==> src/rtl/lsu_axil_if.sv <==
// AXI-lite data-memory channel bundle between the load/store unit (master)
// and the data memory (slave). Response codes are a single error bit.
interface lsu_axil_if #(
  parameter int ADDR_W = 12
);
  logic              awvalid;
  logic              awready;
  logic [ADDR_W-1:0] awaddr;
  logic [2:0]        awprot;
  logic              wvalid;
  logic              wready;
  logic [31:0]       wdata;
  logic [3:0]        wstrb;
  logic              bvalid;
  logic              bready;
  logic              bresp;
  logic              arvalid;
  logic              arready;
  logic [ADDR_W-1:0] araddr;
  logic [2:0]        arprot;
  logic              rvalid;
  logic              rready;
  logic [31:0]       rdata;
  logic              rresp;

  modport master (
    output awvalid, awaddr, awprot, wvalid, wdata, wstrb, bready,
           arvalid, araddr, arprot, rready,
    input  awready, wready, bvalid, bresp, arready, rvalid, rdata, rresp
  );

  modport slave (
    input  awvalid, awaddr, awprot, wvalid, wdata, wstrb, bready,
           arvalid, araddr, arprot, rready,
    output awready, wready, bvalid, bresp, arready, rvalid, rdata, rresp
  );
endinterface

==> src/rtl/lsu_axil.sv <==
// Load/store unit: bridges the memory stage to an AXI-lite master port.
// One transaction at a time; busy stalls the pipeline until the single-cycle
// DONE response has been presented.
// Build option: MISALIGN_TRAP_EN -- when defined, misaligned halfword/word
// accesses are rejected with rsp_err; otherwise they are silently aligned.
module lsu_axil #(
  parameter int          ADDR_W = 12,
  parameter logic [2:0]  PROT   = 3'b000
) (
  input  logic        clk,
  input  logic        reset,
  input  logic        req_valid,
  output logic        req_ready,
  input  logic        req_we,
  input  logic [2:0]  req_func3,
  input  logic [31:0] req_addr,
  input  logic [31:0] req_wdata,
  input  logic [4:0]  req_rd,
  output logic        busy,
  output logic        rsp_valid,
  output logic        rsp_we,
  output logic [4:0]  rsp_rd,
  output logic [31:0] rsp_data,
  output logic        rsp_err,
  lsu_axil_if.master  axi
);

  typedef enum logic [2:0] {
    IDLE, WRITE, WR_RESP, RD_ADDR, RD_DATA, DONE
  } state_t;

  state_t      state_q, state_d;
  logic [31:0] addr_q, addr_d;
  logic [31:0] wdata_q, wdata_d;
  logic [2:0]  func3_q, func3_d;
  logic [4:0]  rd_q, rd_d;
  logic        aw_pend_q, aw_pend_d;
  logic        w_pend_q, w_pend_d;
  logic        rsp_we_q, rsp_we_d;
  logic [4:0]  rsp_rd_q, rsp_rd_d;
  logic [31:0] rsp_data_q, rsp_data_d;
  logic        rsp_err_q, rsp_err_d;

  logic        req_ok;
  logic [31:0] addr_al;
  logic [31:0] rsh, ld_ext;
  logic [3:0]  st_strb;
  logic [31:0] st_data;
  logic        unused_addr;

  // Only the word address bits reach the bus.
  assign unused_addr = ^addr_q[31:ADDR_W+2];

  // Request decode: legality of funct3 and natural alignment of the address.
  always_comb begin
    addr_al = req_addr;
    case (req_func3[1:0])
      2'd1:    addr_al[0]   = 1'b0;
      2'd2:    addr_al[1:0] = 2'b00;
      default: ;
    endcase
    if (req_we) req_ok = (req_func3 <= 3'd2);
    else        req_ok = (req_func3 != 3'd3) && (req_func3 != 3'd6) && (req_func3 != 3'd7);
`ifdef MISALIGN_TRAP_EN
    if ((req_func3[1:0] == 2'd1 && req_addr[0]) ||
        (req_func3[1:0] == 2'd2 && req_addr[1:0] != 2'b00))
      req_ok = 1'b0;
`endif
  end

  // Store lane steering: replicate the datum into every lane, strobe the addressed ones.
  always_comb begin
    case (func3_q[1:0])
      2'd0: begin
        st_strb = 4'b0001 << addr_q[1:0];
        st_data = {4{wdata_q[7:0]}};
      end
      2'd1: begin
        st_strb = 4'b0011 << {addr_q[1], 1'b0};
        st_data = {2{wdata_q[15:0]}};
      end
      default: begin
        st_strb = 4'b1111;
        st_data = wdata_q;
      end
    endcase
  end

  // Load lane extraction: move the addressed byte lane to bit 0, then extend.
  always_comb begin
    rsh = axi.rdata >> {addr_q[1:0], 3'b000};
    case (func3_q)
      3'd0:    ld_ext = {{24{rsh[7]}}, rsh[7:0]};
      3'd1:    ld_ext = {{16{rsh[15]}}, rsh[15:0]};
      3'd4:    ld_ext = {24'd0, rsh[7:0]};
      3'd5:    ld_ext = {16'd0, rsh[15:0]};
      default: ld_ext = rsh;
    endcase
  end

  // Address/data channels come straight from the captured request, so they
  // cannot change while a valid is pending.
  assign axi.awaddr = addr_q[ADDR_W+1:2];
  assign axi.araddr = addr_q[ADDR_W+1:2];
  assign axi.awprot = PROT;
  assign axi.arprot = PROT;
  assign axi.wdata  = st_data;
  assign axi.wstrb  = st_strb;

  assign busy      = (state_q != IDLE);
  assign rsp_we    = rsp_we_q;
  assign rsp_rd    = rsp_rd_q;
  assign rsp_data  = rsp_data_q;
  assign rsp_err   = rsp_err_q;

  // Next-state and handshake outputs.
  always_comb begin
    state_d     = state_q;
    addr_d      = addr_q;
    wdata_d     = wdata_q;
    func3_d     = func3_q;
    rd_d        = rd_q;
    aw_pend_d   = aw_pend_q;
    w_pend_d    = w_pend_q;
    rsp_we_d    = rsp_we_q;
    rsp_rd_d    = rsp_rd_q;
    rsp_data_d  = rsp_data_q;
    rsp_err_d   = rsp_err_q;
    req_ready   = 1'b0;
    rsp_valid   = 1'b0;
    axi.awvalid = 1'b0;
    axi.wvalid  = 1'b0;
    axi.bready  = 1'b0;
    axi.arvalid = 1'b0;
    axi.rready  = 1'b0;
    case (state_q)
      IDLE: begin
        req_ready = 1'b1;
        if (req_valid) begin
          addr_d    = addr_al;
          wdata_d   = req_wdata;
          func3_d   = req_func3;
          rd_d      = req_rd;
          aw_pend_d = 1'b1;
          w_pend_d  = 1'b1;
          if (!req_ok) begin
            // Rejected access: answer directly, no bus traffic.
            rsp_we_d   = req_we;
            rsp_rd_d   = req_we ? 5'd0 : req_rd;
            rsp_data_d = 32'd0;
            rsp_err_d  = 1'b1;
            state_d    = DONE;
          end else begin
            state_d = req_we ? WRITE : RD_ADDR;
          end
        end
      end
      WRITE: begin
        // aw and w complete independently; wait until both have handshaken.
        axi.awvalid = aw_pend_q;
        axi.wvalid  = w_pend_q;
        aw_pend_d   = aw_pend_q && !axi.awready;
        w_pend_d    = w_pend_q && !axi.wready;
        if (!aw_pend_d && !w_pend_d) state_d = WR_RESP;
      end
      WR_RESP: begin
        axi.bready = 1'b1;
        if (axi.bvalid) begin
          rsp_we_d   = 1'b1;
          rsp_rd_d   = 5'd0;
          rsp_data_d = 32'd0;
          rsp_err_d  = axi.bresp;
          state_d    = DONE;
        end
      end
      RD_ADDR: begin
        axi.arvalid = 1'b1;
        if (axi.arready) state_d = RD_DATA;
      end
      RD_DATA: begin
        axi.rready = 1'b1;
        if (axi.rvalid) begin
          rsp_we_d   = 1'b0;
          rsp_rd_d   = rd_q;
          rsp_data_d = axi.rresp ? 32'd0 : ld_ext;
          rsp_err_d  = axi.rresp;
          state_d    = DONE;
        end
      end
      DONE: begin
        rsp_valid = 1'b1;
        state_d   = IDLE;
      end
      default: state_d = IDLE;
    endcase
  end

  // State and captured-request registers; reset abandons any transaction.
  always_ff @(posedge clk) begin
    if (reset) begin
      state_q    <= IDLE;
      addr_q     <= '0;
      wdata_q    <= '0;
      func3_q    <= '0;
      rd_q       <= '0;
      aw_pend_q  <= 1'b0;
      w_pend_q   <= 1'b0;
      rsp_we_q   <= 1'b0;
      rsp_rd_q   <= '0;
      rsp_data_q <= '0;
      rsp_err_q  <= 1'b0;
    end else begin
      state_q    <= state_d;
      addr_q     <= addr_d;
      wdata_q    <= wdata_d;
      func3_q    <= func3_d;
      rd_q       <= rd_d;
      aw_pend_q  <= aw_pend_d;
      w_pend_q   <= w_pend_d;
      rsp_we_q   <= rsp_we_d;
      rsp_rd_q   <= rsp_rd_d;
      rsp_data_q <= rsp_data_d;
      rsp_err_q  <= rsp_err_d;
    end
  end

endmodule

==> src/flat_wrapper.sv <==
// flat-port wrapper written by rule: the top's interface ports become plain ports
module lsu_axil_flat 
#(
  parameter int          ADDR_W = 12,
  parameter logic [2:0]  PROT   = 3'b000
)
  (clk, reset, req_valid, req_ready, req_we, req_func3, req_addr, req_wdata, req_rd, busy, rsp_valid, rsp_we, rsp_rd, rsp_data, rsp_err, axi_awvalid, axi_awaddr, axi_awprot, axi_wvalid, axi_wdata, axi_wstrb, axi_bready, axi_arvalid, axi_araddr, axi_arprot, axi_rready, axi_awready, axi_wready, axi_bvalid, axi_bresp, axi_arready, axi_rvalid, axi_rdata, axi_rresp);
  lsu_axil_if #(.ADDR_W(ADDR_W)) axi_i ();
  input  logic clk;
  input  logic reset;
  input  logic req_valid;
  output logic req_ready;
  input  logic req_we;
  input  logic [2:0] req_func3;
  input  logic [31:0] req_addr;
  input  logic [31:0] req_wdata;
  input  logic [4:0] req_rd;
  output logic busy;
  output logic rsp_valid;
  output logic rsp_we;
  output logic [4:0] rsp_rd;
  output logic [31:0] rsp_data;
  output logic rsp_err;
  output wire logic [$bits(axi_i.awvalid)-1:0] axi_awvalid;
  output wire logic [$bits(axi_i.awaddr)-1:0] axi_awaddr;
  output wire logic [$bits(axi_i.awprot)-1:0] axi_awprot;
  output wire logic [$bits(axi_i.wvalid)-1:0] axi_wvalid;
  output wire logic [$bits(axi_i.wdata)-1:0] axi_wdata;
  output wire logic [$bits(axi_i.wstrb)-1:0] axi_wstrb;
  output wire logic [$bits(axi_i.bready)-1:0] axi_bready;
  output wire logic [$bits(axi_i.arvalid)-1:0] axi_arvalid;
  output wire logic [$bits(axi_i.araddr)-1:0] axi_araddr;
  output wire logic [$bits(axi_i.arprot)-1:0] axi_arprot;
  output wire logic [$bits(axi_i.rready)-1:0] axi_rready;
  input wire logic [$bits(axi_i.awready)-1:0] axi_awready;
  input wire logic [$bits(axi_i.wready)-1:0] axi_wready;
  input wire logic [$bits(axi_i.bvalid)-1:0] axi_bvalid;
  input wire logic [$bits(axi_i.bresp)-1:0] axi_bresp;
  input wire logic [$bits(axi_i.arready)-1:0] axi_arready;
  input wire logic [$bits(axi_i.rvalid)-1:0] axi_rvalid;
  input wire logic [$bits(axi_i.rdata)-1:0] axi_rdata;
  input wire logic [$bits(axi_i.rresp)-1:0] axi_rresp;
  assign axi_awvalid = axi_i.awvalid;
  assign axi_awaddr = axi_i.awaddr;
  assign axi_awprot = axi_i.awprot;
  assign axi_wvalid = axi_i.wvalid;
  assign axi_wdata = axi_i.wdata;
  assign axi_wstrb = axi_i.wstrb;
  assign axi_bready = axi_i.bready;
  assign axi_arvalid = axi_i.arvalid;
  assign axi_araddr = axi_i.araddr;
  assign axi_arprot = axi_i.arprot;
  assign axi_rready = axi_i.rready;
  assign axi_i.awready = axi_awready;
  assign axi_i.wready = axi_wready;
  assign axi_i.bvalid = axi_bvalid;
  assign axi_i.bresp = axi_bresp;
  assign axi_i.arready = axi_arready;
  assign axi_i.rvalid = axi_rvalid;
  assign axi_i.rdata = axi_rdata;
  assign axi_i.rresp = axi_rresp;
  lsu_axil #(.ADDR_W(ADDR_W), .PROT(PROT)) u_core (.clk(clk), .reset(reset), .req_valid(req_valid), .req_ready(req_ready), .req_we(req_we), .req_func3(req_func3), .req_addr(req_addr), .req_wdata(req_wdata), .req_rd(req_rd), .busy(busy), .rsp_valid(rsp_valid), .rsp_we(rsp_we), .rsp_rd(rsp_rd), .rsp_data(rsp_data), .rsp_err(rsp_err), .axi(axi_i));
endmodule
==> config.mk <==
export PLATFORM = sky130hd
export DESIGN_NAME = lsu_axil_flat
export DESIGN_NICKNAME = d
export VERILOG_FILES = /design/src/rtl/lsu_axil_if.sv /design/src/rtl/lsu_axil.sv /design/src/flat_wrapper.sv
export SDC_FILE = /design/constraint.sdc
export NUM_CORES = 1
export LEC_CHECK = 0
export ABC_AREA = 1
export CORE_UTILIZATION = 43
export CTS_CLUSTER_DIAMETER = 40
export DETAILED_ROUTE_END_ITERATION = 7
export PLACE_DENSITY = 0.82
export REMOVE_ABC_BUFFERS = 1
export SLEW_MARGIN = 25
export SYNTH_ARGS = -nofsm -noshare
export SYNTH_HDL_FRONTEND = slang
export SYNTH_SLANG_ARGS = --single-unit
==> constraint.sdc <==
create_clock -name clk -period 1.8 [get_ports clk]
set_input_delay 0.18 -clock clk [delete_from_list [all_inputs] [get_ports clk]]
set_output_delay 0.18 -clock clk [all_outputs]
set_load 0.02 [all_outputs]
==> results of run 1 <==
==> cells in the final DEF (no fill, tap or decap), types with 19 or more instances in the layout <==
| cell type | n |
|---|---|
| nand2_1 | 165 |
| clkdlybuf4s50_1 | 165 |
| a21oi_1 | 97 |
| dfxtp_1 | 95 |
| nand3_1 | 77 |
| o21ai_0 | 60 |
| inv_1 | 47 |
| nor2_1 | 46 |
| buf_4 | 28 |
| dlygate4sd2_1 | 19 |
==> final cells by class <==
cell class                      count  area [µm²]  share of cell area, %
Clock buffer                       10       239.0                  3.133
Inverter                           58       224.0                  2.936
Clock inverter                      6       95.09                  1.247
Tap cell                          147       183.9                  2.411
Timing Repair Buffer              240        2342                  30.71
Multi-Input combinational cell    520        2577                  33.79
Sequential cell                    98        1966                  25.77
==> flip-flops by register name, summed over array words and instances, names as in the netlist, 3 cells and up <==
name / cells
u_core.state_q: 3
u_core.rsp_data: 32
u_core.addr_q: 14
u_core.rd_q: 5
u_core.wdata_q: 32
u_core.rsp_rd: 5
u_core.func3_q: 3
==> cells by family (layout without fill, tap and decap cells) <==
family | after synthesis | after routing | synth area share [%]
other cells | 1 | 6 | 0.07090
buf+inv | 149 | 314 | 14.76
compound gates | 194 | 194 | 20.11
flops | 98 | 98 | 37.09
simple gates | 318 | 318 | 27.49
fa+ha+maj | 2 | 2 | 0.4731
==> how the worst max path moves through the flow <==
| stage | slack [ns] | cells past startpoint | from | end |
|---|---|---|---|---|
| floorplan | -0.44 | 4 | u_core.func3_q[1] | axi_wdata[10] |
| global placement | -0.13 | 13 | req_func3[0] | u_core.rsp_data[26] |
| detailed placement | -0.20 | 13 | req_func3[0] | u_core.rsp_data[26] |
| CTS | 0.0007 | 7 | u_core.func3_q[1] | axi_wdata[25] |
| global route | 0.008 | 12 | req_func3[1] | u_core.rsp_data[27] |
| finish | 0.08 | 5 | u_core.state_q[0] | req_ready |
==> worst max-delay path: cells and delay by family, from the launching register on <==
family / cells / cell delay [ns]
buffers and inverters: 3 / 0.63
flip-flops: 1 / 0.32
AND/OR/NAND/NOR: 2 / 0.24
==> power groups by stage <==
stage / Combinational [mW] / Sequential (mW) / Clock (mW)
detailed placement: 6.73 / 3.00 / 0
floorplan: 3.26 / 3.38 / 0
CTS: 6.57 / 2.97 / 2.19
finish: 6.77 / 2.98 / 2.14
global placement: 6.65 / 2.99 / 0
global route: 7.32 / 3.04 / 2.28
==> what timing repair did <==
item	CTS	global route
cloned	0	2
resized for setup	78	23
setup endpoints to repair	36	31
pin swaps	0	1
endpoints found under the hold margin	0	0
==> layer usage <==
metal	global-route usage (%)	wire [µm]	up-vias
li1	-	-	2817
met1	30.47	6905	2514
met2	41.23	7709	210
met3	5.249	1032	44
met4	13.16	595	0
met5	0	0	-
==> cell usage after synthesis (all sizes together) <==
master,count
buf,65
clkinv,2
a211oi,2
nand2,172
ha,2
a21oi,107
o31ai,7
nor2,50
dfxtp,98
o21ai,68
a31oi,2
nand3,92
conb,1
clkbuf,26
nor3,4
o221ai,8
inv,56
==> out/qor.csv, run 1 <==
stage;metric;value;unit
status;outcome;finished, final reports clean;
finish;fin_util;63.50;%
grt;grt_pass1_wl;24.94;mm
clock_tree;cts-root-buf;clkbuf_16;
critical_path;cp_max_fo;8;
critical_path;cp_cell_sequence;buf_4, nor2_4, nand2_4, inv_4, dlygate4sd2_1;
clock_tree;cts_setup_buffers;0;
pwr;total_power;11.89;mW
critical_path;worstSetupStartpointType;register;
sta;slew_viol_final;0;
clock_tree;clockBufferDepth;2;
finish;drive_gt1_share;12.98;%
routing;drcViolationCount;0;
sta;rsz0062_at_grt;no;
hold_path;hp-class;input pin to register;
place;place_inst;1061;
critical_path;endpoint_kind;output pin;
critical_path;cp_slowest_cell;dlygate4sd2_1;
finish;stdcell_area;7627;µm²
clock_tree;clkSinkCount;98;
sta;fin_crit;1.720;ns
grt;grt_max_degree;58;
finish;antennaDiodeCount;0;
clock_tree;cts_tree;built;
grt;overflow;0;
sta;finalHoldViolations;0;
synth;ys_seq_area_share;37.09;%
place;placed_area;7298;µm²
pwr;power_frac_clock;18.0;%
routing;ant_nets;0;
routing;routed_wl;16.24;mm
routing;vias;5585;
floorplan;start_util;44.03;%
clock_tree;path_clk_slew;0.07;ns
finish;nets;1044;
sta;holdWs;0.2059;ns
routing;via_per_inst;5.176;
synth;syn_inst;762;
clock_tree;clkLatencyLatePin;0.35;ns
floorplan;dieArea;12750;µm²
routing;firstDrtPassIters;5;
routing;first_iter_violations;409;
pwr;power_density;1559;nW/µm²
pwr;seq_power_share;25.0;%
finish;area_growth;44.22;%
floorplan;row_count;40;
finish;fillers;1066;
synth;synth_area_per_cell;6.941;µm²
sta;period_share;95.53;%
synth;synth_top_cell_by_area;dfxtp_1;
critical_path;cp.required;1.62;ns
floorplan;die_x;112.9;µm
critical_path;ff2ff_setup_slack;0.17;ns
floorplan;die_h;112.9;µm
grt;antenna_found_initial;0;
place;pre_cts_ws;-0.1998;ns
pwr;vdd_drop_max;0.001037;V
clock_tree;cts_buffers;9;
synth;synth-seq-cells;98;
sta;fin_ws;0.08038;ns
sta;clock_skew;0.005023;ns
grt;grt_use_total;24.90;%
job;maxCapViolCount;0;
hold_path;hold_path_depth;3;
synth;yosysUniqueCellTypes;31;
pwr;swShare;44.65;%
pwr;internal_power;6.583;mW
critical_path;crit_type;register to output pin;
pwr;p_sw;5.312;mW
critical_path;r2r-end;u_core.rsp_data[15];
floorplan;core;12010;µm²
sta;max_freq;581.5;MHz
place;dp_hpwl;11.43;mm
clock_tree;postCtsHoldBufs;0;
sta;fin_tns_setup;0;ns
hold_path;hp-start;req_func3[0];
critical_path;arrival;1.54;ns
routing;wl_per_cell;15.05;µm
critical_path;slowest_delay;0.37;ns
synth;ys_warn_count;0;
finish;finalNonFillerCells;1079;
synth;syn_area;5289;µm²
synth;yosys-top-cells-area;dfxtp_1 (37%), nand2_1 (12%), a21oi_1 (9.2%);
critical_path;reg2reg_depth;10;
hold_path;min_to;u_core.func3_q[0];
clock_tree;htree_levels;3;
floorplan;io_pins;228;
synth;synth_top_area_share;37.09;%
place;place.gp.congestion;0.8628;
grt;grt_pass1_vias;5033;
critical_path;timing.rr.start;u_core.state_q[0];
pwr;power_frac_comb;56.9;%
place;port_buffers;203;
sta;setup_viol;0;
pwr;leakage;3.118;nW
No activity file was read; power rests on OpenSTA's default activity.
==> run 2: changes to the inputs <==
- CORE_UTILIZATION: 43 -> 39
- GPL_TIMING_DRIVEN: default -> 0
- PLACE_DENSITY: 0.82 -> 0.79
- clock period: 1.8 -> 1.5 ns (I/O delays scaled with it)
==> out/qor.csv, run 2 (synthesis results as in run 1) <==
stage;metric;value;unit
status;violations;negative setup slack;
finish;mostFrequentLayoutCell;nand2_1;
sta;rsz0062_at_grt;yes;
status;outcome;finished, violations left;
sta;worst_slew_pin_slew;0.7985;ns
pwr;internal_power;9.530;mW
floorplan;start_util;39.94;%
grt;grt_use_total;27.27;%
sta;clock_skew;0.01408;ns
place;place_inst;1056;
grt;overflow;0;
routing;via_per_inst;5.488;
clock_tree;cts_tree;built;
critical_path;cp_cell_sequence;nor2_4, nand3_4, nand2_4, clkinv_8, nand2_8, nor2_4, clkbuf_16, nand3_2, a21oi_2;
sta;max_freq;602.9;MHz
sta;period_share;110.6;%
pwr;power_frac_comb;66.0;%
routing;dr_wl_met2;10.27;mm
pwr;power_frac_clock;13.7;%
critical_path;crit_type;register to register;
finish;antennaDiodeCount;0;
hold_path;hp-class;input pin to register;
floorplan;core;13240;µm²
grt;grt_pass1_vias;5686;
clock_tree;postCtsHoldBufs;0;
place;dp_hpwl;10.76;mm
routing;top_layer;met4;
finish;stdcell_area;8848;µm²
place;port_buffers;203;
routing;wl_per_cell;19.15;µm
sta;fin_crit;1.659;ns
clock_tree;path_clk_slew;0.08;ns
floorplan;row_count;42;
routing;routed-wl-met3;1.811;mm
finish;fillers;1048;
sta;slew_viol_final;0;
sta;finalHoldViolations;0;
critical_path;timing.rr.start;u_core.state_q[1];
critical_path;crit_family;simple AND/OR/NAND/NOR gates;
finish;area_growth;67.31;%
pwr;swShare;48.68;%
clock_tree;clkSinkCount;98;
routing;vias;6273;
grt;antenna_found_initial;0;
clock_tree;clockBufferDepth;2;
pwr;power_density;2099;nW/µm²
floorplan;io_pins;228;
place;place.gp.congestion;0.8675;
finish;layout_common_cells;nand2_1 (136), clkdlybuf4s50_1 (130), dfxtp_1 (91);
pwr;seq_power_share;20.2;%
floorplan;die_x;118.5;µm
clock_tree;cts_buffers;9;
critical_path;cp.required;1.78;ns
routing;first_iter_violations;621;
routing;ant_nets;0;
critical_path;cpMostUsedCell;nor2_4;
critical_path;cp_max_fo;6;
finish;finalNonFillerCells;1143;
critical_path;endpoint_kind;register;
clock_tree;cts-root-buf;clkbuf_16;
routing;routed_wl;21.89;mm
routing;firstDrtPassIters;6;
critical_path;slowest_delay;0.43;ns
place;placed_area;7025;µm²
critical_path;arrival;1.94;ns
pwr;vdd_drop_max;0.001171;V
pwr;p_sw;9.039;mW
grt;grt_max_degree;45;
finish;nets;1080;
sta;fin_ws;-0.1586;ns
sta;relSlewSlack;46.69;%
clock_tree;htree_levels;3;
pwr;leakage;3.838;nW
job;maxCapViolCount;0;
critical_path;worstSetupStartpointType;register;
critical_path;cp_slowest_cell;dfxtp_4;
clock_tree;clkLatencyLatePin;0.36;ns
critical_path;crit_start;u_core.state_q[1];
finish;drive_gt1_share;30.09;%
floorplan;die_h;118.5;µm
critical_path;critPathBufInv;2;
floorplan;dieArea;14030;µm²
routing;m1WireLength;8.698;mm
routing;drcViolationCount;0;
hold_path;hp-start;req_func3[0];
sta;setup_viol;84;
grt;grt_pass1_wl;30.13;mm
==> run 2: cell types whose count changed in the layout (fill, tap and decap cells not counted), moves of 23 or more <==
cell             before  now
o21ai_1               8   33
nand2_1             165  136
o21ai_0              60   24
nand2_2               4   27
dlymetal6s2s_1        2   27
a21oi_1              97   68
a21oi_2              10   37
clkdlybuf4s50_1     165  130
==> run 2: stage by stage <==
step	total power [mW]	TNS, ns	util, %	hold slack [ns]	setup slack [ns]
floorplan	7.974	-49.76	-	0.2124	-0.7060
global placement	10.77	-236.93	52.87	0.4355	-2.875
detailed placement	10.87	-131.75	53.05	0.4419	-1.367
CTS	15.56	-1.719	59.50	0.1975	-0.1111
global route	19.39	-12.78	66.82	0.1423	-0.2100
finish	18.57	-5.794	66.82	0.1291	-0.1586
==> run 2: worst paths after layout <==
kind	end	slack [ns]	depth (start not counted)
setup / recovery	u_core.rsp_data[5]	-0.16	9
hold / removal	u_core.func3_q[0]	0.13	3
setup reg to reg	u_core.rsp_data[5]	-0.16	9
hold reg to reg	u_core.rsp_data[15]	0.45	2
==> run 2: layout make-up <==
| class | instances | area (µm²) | area share [%] |
|---|---|---|---|
| multi-input cells | 534 | 3348 | 37.84 |
| repair buffers | 258 | 2609 | 29.48 |
| flip-flops and latches | 98 | 1988 | 22.47 |
| inverters | 58 | 314.1 | 3.549 |
| clock buffers | 11 | 242.7 | 2.743 |
| well taps | 176 | 220.2 | 2.489 |
| clock inverters | 4 | 76.32 | 0.8626 |
| repair inverters | 4 | 50.05 | 0.5656 |
==> run 2: worst reg2reg max path, stage by stage (launching register included) <==
cell       delay [ns]
dfxtp_4          0.43
nor2_4           0.10
nand3_4          0.11
nand2_4          0.08
clkinv_8         0.08
nand2_8          0.08
nor2_4           0.30
clkbuf_16        0.23
nand3_2          0.07
a21oi_2          0.12
==> run 2: power by group through the flow <==
stage	registers (mW)	logic, mW	clock network (mW)
2_1_floorplan	4.06	3.92	0
3_3_place_gp	3.80	6.98	0
3_5_place_dp	3.81	7.06	0
4_1_cts	3.65	9.34	2.57
5_1_grt	3.83	12.9	2.69
6_report	3.76	12.3	2.55
==> run 2: metal layers <==
layer | track usage, % | up-vias
met5 | 0 | -
met4 | 14.79 | 0
met3 | 5.840 | 100
met2 | 44.89 | 354
met1 | 33.19 | 2896
li1 | - | 2923
==> run 2: repair_timing <==
| action | CTS | global route |
|---|---|---|
| gates resized for setup | 242 | 220 |
| endpoints found under the setup margin | 138 | 142 |
| cloned | 11 | 9 |
| buffers inserted | 33 | 21 |
| hold endpoints to repair | 0 | 0 |
| pin swaps | 15 | 53 |
==> run 3: changes to the inputs <==
- CORE_MARGIN: default -> 2
==> out/qor.csv, run 3 (synthesis results as in run 1) <==
stage;metric;value;unit
status;outcome;finished, violations left;
status;violations;negative setup slack;
sta;worst_slew_pin_slew;0.8085;ns
clock_tree;path_clk_slew;0.07;ns
place;port_buffers;203;
finish;area_growth;60.54;%
grt;grt_pass1_vias;5976;
grt;grt_max_degree;59;
finish;nets;1068;
floorplan;core;13240;µm²
routing;via_per_inst;5.495;
critical_path;worstSetupStartpointType;register;
clock_tree;cts_buffers;9;
grt;grt_pass1_wl;31.61;mm
sta;slew_viol_final;0;
pwr;total_power;17.74;mW
routing;ant_nets;0;
pwr;vdd_drop_max;0.001285;V
grt;overflow;0;
clock_tree;htree_levels;3;
place;placed_area;7005;µm²
routing;routed-wl-met3;1.659;mm
sta;max_freq;597.6;MHz
clock_tree;clockBufferDepth;2;
routing;vias;6220;
pwr;leakage;3.801;nW
finish;fin_util;64.12;%
place;pre_cts_ws;-1.412;ns
critical_path;cp_max_fo;6;
sta;setup_viol;60;
sta;period_share;111.6;%
pwr;power_density;2089;nW/µm²
sta;relSlewSlack;46.10;%
place;place.gp.congestion;0.8685;
finish;drive_gt1_share;24.58;%
sta;fin_crit;1.673;ns
sta;rsz0062_at_grt;yes;
critical_path;ff2ff_setup_slack;-0.17;ns
finish;fillers;1125;
routing;wl_per_cell;18.62;µm
finish;layout_common_cells;nand2_1 (140), clkdlybuf4s50_1 (118), dfxtp_1 (91);
clock_tree;postCtsHoldBufs;0;
clock_tree;clkLatencyLatePin;0.35;ns
critical_path;crit_type;register to register;
sta;holdWs;0.3041;ns
critical_path;arrival;1.95;ns
critical_path;endpoint_kind;register;
routing;top_layer;met4;
grt;antenna_found_initial;0;
clock_tree;cts_tree;built;
finish;mostFrequentLayoutCell;nand2_1;
floorplan;row_count;42;
floorplan;dieArea;14510;µm²
sta;fin_ws;-0.1733;ns
routing;first_iter_violations;714;
grt;grt_use_total;27.94;%
floorplan;die_h;120.5;µm
floorplan;start_util;39.94;%
critical_path;cp.required;1.78;ns
job;maxCapViolCount;0;
routing;dr_wl_met2;9.906;mm
floorplan;die_x;120.5;µm
clock_tree;cts-root-buf;clkbuf_16;
hold_path;hp-class;input pin to register;
sta;clock_skew;0.01207;ns
clock_tree;clkSinkCount;98;
finish;stdcell_area;8491;µm²
floorplan;io_pins;228;
finish;antennaDiodeCount;0;
routing;drcViolationCount;0;
place;dp_hpwl;10.96;mm
routing;firstDrtPassIters;5;
routing;m1WireLength;8.404;mm
sta;finalHoldViolations;0;
routing;routed_wl;21.07;mm
[run 3: changes by cell type in the layout (fill, tap and decap cells not counted), sizes merged, moves of 3 or more]
cell           change
dlygate4sd2       +14
clkdlybuf4s50     -12
clkdlybuf4s15      -7
clkbuf             -4
clkinvlp           +3
nand2              -3
[run 3: metal layers]
layer	vias up	GRT usage, %
li1	2895	-
met1	2873	35.26
met2	359	44.42
met3	93	5.472
met4	0	16.06
met5	-	0
[run 3: layout make-up]
| type | count | area, µm² | area share [%] |
|---|---|---|---|
| multi-input cells | 531 | 3141 | 36.99 |
| repair buffers | 251 | 2562 | 30.18 |
| flip-flops and latches | 98 | 1988 | 23.42 |
| inverters | 58 | 289.0 | 3.404 |
| clock buffers | 10 | 229.0 | 2.697 |
| well taps | 176 | 220.2 | 2.594 |
| clock inverters | 6 | 43.79 | 0.5158 |
| repair inverters | 2 | 17.52 | 0.2063 |
[run 3: timing repair]
item,4_1_cts,5_1_grt
gates cloned,15,0
gates resized for setup,318,131
buffers inserted,43,5
pin swaps,37,22
endpoints found under the setup margin,147,137
[run 3: worst max-delay path, stage by stage, from the launching register on]
cell,delay [ns]
dfxtp_4,0.38
nor2_4,0.23
buf_6,0.15
nand3_4,0.07
nand2_4,0.09
inv_6,0.05
buf_12,0.14
buf_8,0.13
nand3_4,0.16
nand2_2,0.08
a21oi_2,0.12
[run 3: path summary, 6_finish.rpt]
kind	to	startpoint	cells past startpoint
max	u_core.rsp_data[23]	u_core.state_q[0]	10
min	u_core.func3_q[1]	req_func3[1]	3
max reg2reg	u_core.rsp_data[23]	u_core.state_q[0]	10
min reg2reg	u_core.rd_q[0]	u_core.rd_q[0]	2
[run 3: power breakdown]
group | switching [mW] | internal [mW] | total, mW | leakage, nW
sequential | 0.472 | 3.24 | 3.72 | 0.806
combinational | 7.14 | 4.69 | 11.8 | 2.87
clock | 1.07 | 1.13 | 2.20 | 0.121
[run 3: per-stage QoR]
step | instances | TNS, ns
global route | 1132 | -11.55
global placement | 1055 | -240.57
finish | 1132 | -6.398
floorplan | 676 | -49.76
detailed placement | 1055 | -134.22
CTS | 1128 | -4.649
